`config.mk`:
```
export PLATFORM = sky130hd
export DESIGN_NAME = recurrence_gen
export DESIGN_NICKNAME = d
export VERILOG_FILES = /design/src/rtl/recurrence_gen.sv
export SDC_FILE = /design/constraint.sdc
export NUM_CORES = 1
export LEC_CHECK = 0
export BUFFER_PORTS_ARGS = -buffer_cell sky130_fd_sc_hd__buf_2
export CAP_MARGIN = 5
export CORE_MARGIN = 4
export CORE_UTILIZATION = 46
export DETAILED_ROUTE_END_ITERATION = 12
export PLACE_DENSITY = 0.64
export SYNTH_ARGS = -nofsm -noshare
export SYNTH_HDL_FRONTEND = slang
export SYNTH_SLANG_ARGS = --single-unit
```
`constraint.sdc`:
```
create_clock -name clk -period 5.4 [get_ports clk]
set_input_delay 1.08 -clock clk [delete_from_list [all_inputs] [get_ports clk]]
set_output_delay 1.08 -clock clk [all_outputs]
set_load 0.05 [all_outputs]
```
`src/rtl/recurrence_gen.sv`:
```
// rtl/recurrence_gen.sv - n-th term of Fibonacci/Lucas/Tribonacci/Pell with saturation and abort
module recurrence_gen #(
    parameter int IN_WIDTH  = 6,
    parameter int OUT_WIDTH = 32
) (
    input  logic                 clk,
    input  logic                 arst_n,
    input  logic                 start,
    input  logic                 abort,
    input  logic [1:0]           mode,
    input  logic [IN_WIDTH-1:0]  n,
    output logic [OUT_WIDTH-1:0] result,
    output logic                 ovf,
    output logic                 done,
    output logic                 rdy
);

    localparam int SW = OUT_WIDTH + 2;

    localparam logic [1:0] M_FIB   = 2'd0;
    localparam logic [1:0] M_LUCAS = 2'd1;
    localparam logic [1:0] M_TRIB  = 2'd2;
    localparam logic [1:0] M_PELL  = 2'd3;

    typedef enum logic [1:0] {
        S_IDLE = 2'd0,
        S_CALC = 2'd1,
        S_DONE = 2'd2
    } state_t;

    state_t                state;
    state_t                state_nxt;
    logic [1:0]            mode_q;
    logic [IN_WIDTH-1:0]   cnt;
    logic [OUT_WIDTH-1:0]  r0, r1, r2;
    logic                  o0, o1, o2;
    logic [OUT_WIDTH-1:0]  s0, s1, s2;
    logic [SW-1:0]         sum;
    logic                  ops_ovf;
    logic                  onext;

    always_ff @(posedge clk or negedge arst_n) begin
        if (!arst_n) begin
            state <= S_IDLE;
        end else begin
            state <= state_nxt;
        end
    end

    always_comb begin
        state_nxt = state;
        case (state)
            S_IDLE: if (start) state_nxt = S_CALC;
            S_CALC: begin
                if (abort)
                    state_nxt = S_IDLE;
                else if (cnt == '0)
                    state_nxt = S_DONE;
            end
            S_DONE:  state_nxt = S_IDLE;
            default: state_nxt = S_IDLE;
        endcase
    end

    always_comb begin
        rdy  = (state == S_IDLE);
        done = (state == S_DONE);
    end

    always_comb begin
        s0 = '0;
        s1 = OUT_WIDTH'(1);
        s2 = OUT_WIDTH'(1);
        case (mode)
            M_FIB:   begin s0 = '0;            s1 = OUT_WIDTH'(1); s2 = OUT_WIDTH'(1); end
            M_LUCAS: begin s0 = OUT_WIDTH'(2); s1 = OUT_WIDTH'(1); s2 = OUT_WIDTH'(3); end
            M_TRIB:  begin s0 = '0;            s1 = '0;            s2 = OUT_WIDTH'(1); end
            M_PELL:  begin s0 = '0;            s1 = OUT_WIDTH'(1); s2 = OUT_WIDTH'(2); end
            default: begin s0 = '0;            s1 = OUT_WIDTH'(1); s2 = OUT_WIDTH'(1); end
        endcase
    end

    // Overflow rides along with each window slot so a term only flags once it reaches r0.
    always_comb begin
        sum     = '0;
        ops_ovf = 1'b0;
        case (mode_q)
            M_TRIB: begin
                sum     = SW'(r0) + SW'(r1) + SW'(r2);
                ops_ovf = o0 | o1 | o2;
            end
            M_PELL: begin
                sum     = (SW'(r2) << 1) + SW'(r1);
                ops_ovf = o1 | o2;
            end
            default: begin
                sum     = SW'(r1) + SW'(r2);
                ops_ovf = o1 | o2;
            end
        endcase
        onext = (|sum[SW-1:OUT_WIDTH]) | ops_ovf;
    end

    always_ff @(posedge clk or negedge arst_n) begin
        if (!arst_n) begin
            mode_q <= '0;
            cnt    <= '0;
            r0     <= '0;
            r1     <= '0;
            r2     <= '0;
            o0     <= 1'b0;
            o1     <= 1'b0;
            o2     <= 1'b0;
            result <= '0;
            ovf    <= 1'b0;
        end else begin
            if (state == S_IDLE && start) begin
                mode_q <= mode;
                cnt    <= n;
                r0     <= s0;
                r1     <= s1;
                r2     <= s2;
                o0     <= 1'b0;
                o1     <= 1'b0;
                o2     <= 1'b0;
            end else if (state == S_CALC && !abort) begin
                if (cnt == '0) begin
                    result <= o0 ? '1 : r0;
                    ovf    <= o0;
                end else begin
                    r0  <= r1;
                    r1  <= r2;
                    r2  <= sum[OUT_WIDTH-1:0];
                    o0  <= o1;
                    o1  <= o2;
                    o2  <= onext;
                    cnt <= cnt - 1'b1;
                end
            end
        end
    end

endmodule

```
==> out/summary.txt <==
status: completed
synthesized cell area: 11,800 µm²
Die W: 168 µm
Critical-path top delay cell: fa_1
CP Max Fanout: 6
EDFF count, synth: 0
die area: 28,300 µm²
fin crit share: 75.2%
VDD IR max: 0.327 mV
Core Region: 25,200 µm²
initial drt markers: 808
CTS H-tree depth: 4
Final Power: 7.21 mW
DR vias: 10,840
sequential-to-total area share from yosys stat: 30.1%
FMAX: 0.246 GHz
met2 Track Usage GR: 36.8%
first-pass GRT wire length: 55.1 mm
clock transition at the registers of the reported paths: 70 ps
Leak: 6.21 nW
drt via density: 6.02
Final HPWL DP: 24.6 mm
number of buffers created by CTS: 17
Post-Synthesis Cells: 1,450
Yosys reg bits: 142
setup_tns: 0 ps
ant diodes: 0
Worst slew margin: 16.1%
commonest cells after routing, fill and taps aside: nand2_1 (256), dfrtp_1 (142), o21ai_0 (124)
setup violators final: 0
number of global-route vias before repair: 10,094
drt pass-1 iters: 5
wire per inst: 18.9 µm
# resized after CTS: 0
fin area: 12,900 µm²
layout cells sized above 1: 7.54%
largest net degree at the start of global routing: 69
GRT met3 Usage: 3.90%
CTS Hold Bufs: 0
Syn Area/Cell: 8.13 µm²
ys flop type: dfrtp_1
setup bufs post-CTS: 0
Yosys top cell area share: 30.1%
Post-synth ARST share: 100%
grt peak-use layer: met2
Synth Warn #: 0
GRT overflow: 0
Starting Density: 46.8%
overall global routing resource usage: 24.0%
Worst Clk Skew: 13.3 ps
initial antenna violation count: 0
PwrDens: 561 nW/µm²
routed wire length: 34.1 mm
Post-Place Cell Area: 12,300 µm²
# DRC: 0
crit end category: flop
Final Critical Period: 4060 ps
met1 usage: 35.3%
critical path arrival: 4380 ps
clock sink count: 142
final hold violation count: 0
post-route ant nets: 0
row cnt: 58
synthesized netlist net count: 1,593
leading cell type in the layout, fill and taps excluded: nand2_1
Critical Path Most Common Cell: fa_1
worst endpoint required time: 5720 ps
worst-path cell chain: fa_1 > ha_1 > fa_1 > a211oi_1 > o211ai_1 > a41oi_1 > o311a_1 > a21oi_1 > o21ai_0 > nor4b_1 > o31ai_1 > a221o_1
Worst Tran Pin Value: 1230 ps
Ports: 47
unrepaired setup endpoints after global routing: false
Die Y-Extent: 168 µm
CTS max path bufs: 2
CP Class: flop to flop
Port-buffer cells: 46
nature of the critical path startpoint: flop
CTS root buf: clkbuf_16
Unique masters post-synth: 73
type of the worst min-delay path: flop to flop
largest area contributor in the netlist: dfrtp_1
# nets final: 1,602
Final Util: 51.1%
max-slew violations: 0
RD Place Congestion: 0.927
area grow syn2layout: 9.09%
Max stage delay on crit path: 510 ps
max-cap violations: 0
clk_lat worst skew: 430 ps
CTS tree: yes
Synth area leaders: dfrtp_1 (30%), ha_1 (10%), nand2_1 (8.2%)
per-stage QoR:
stage	worst slack, ps	std cells	hold WS, ps
floorplan	1830	1450	461
global placement	1450	1770	455
detailed placement	1420	1770	458
CTS	1360	1802	475
global route	1060	1802	493
finish	1340	1802	469
logic make-up (layout without fill, tap and decap cells):
| logic type | Yosys count | after routing | synth area share [%] |
|---|---|---|---|
| AOI/OAI and AO/OA | 422 | 422 | 22.8 |
| xor gates and xnor gates | 71 | 71 | 5.27 |
| adders and majority gates | 131 | 131 | 16.1 |
| buffers and inverters | 98 | 120 | 3.30 |
| DFF | 142 | 142 | 30.1 |
| muxes | 6 | 6 | 0.520 |
| and+or+nand+nor | 580 | 580 | 21.8 |
registers in the layout, summed over array words and instances, names as in the netlist, 2 cells and up:
signal  cells
r2         32
r1         32
result     32
mode_q      2
cnt         6
state       2
r0         32
power by group:
| part | internal [mW] | total, mW | switching, mW |
|---|---|---|---|
| Combinational | 1.45 | 4.10 | 2.64 |
| Sequential | 1.41 | 1.87 | 0.455 |
| Clock | 0.730 | 1.25 | 0.517 |
| Total | 3.60 | 7.21 | 3.61 |
worst paths after layout:
check                            start         to  slack, ps  cells past startpoint
worst max register to register   r1[1]     r2[31]       1340                     12
worst max-delay path             r1[1]     r2[31]       1340                     12
worst min-delay path               ovf        ovf        470                      2
max in group asynchronous       arst_n     r0[17]       3730                      2
worst min register to register     ovf        ovf        470                      2
min in group asynchronous       arst_n  result[3]        670                      1
Yosys cell counts, types with 7 or more instances:
cell type,instances
xor2_1,23
a211oi_1,23
or3_1,8
a22oi_1,7
nor2_1,117
nor2b_1,10
a21oi_1,102
nand3_1,104
and3_1,8
a31oi_1,10
fa_1,35
clkbuf_1,55
nand4_1,9
nand2b_1,17
o211ai_1,23
o21ai_0,124
ha_1,96
nor3_1,14
a21o_1,26
dfrtp_1,142
buf_1,7
o21a_1,15
o31ai_1,15
xnor2_1,48
nand2_1,258
o21bai_1,7
inv_1,31
a221o_1,7
final cells by class:
type                       instances  area [µm²]
fill                            2419       12300
multi-input combinational       1210        7870
sequential                       142        3550
clock buffer                      19         433
tap                              330         413
timing repair buffer              57         319
clock inverter                    13         165
inverter                          31         116
worst max-delay path, delay by kind of cell (launching register included):
| family | cells | cell delay, ps |
|---|---|---|
| DFF | 1 | 450 |
| AOI/OAI and AO/OA | 8 | 2010 |
| adders and majority gates | 3 | 1210 |
| and+or+nand+nor | 1 | 290 |
per-layer routing:
metal  vias to the layer above  part of all wire, %
li1                       5228                    -
met1                      5241                   48
met2                       316                   44
met3                        55                  5.9
met4                         0                  2.0
met5                         -                    0
Note: power is estimated with default switching activity, not from simulation.
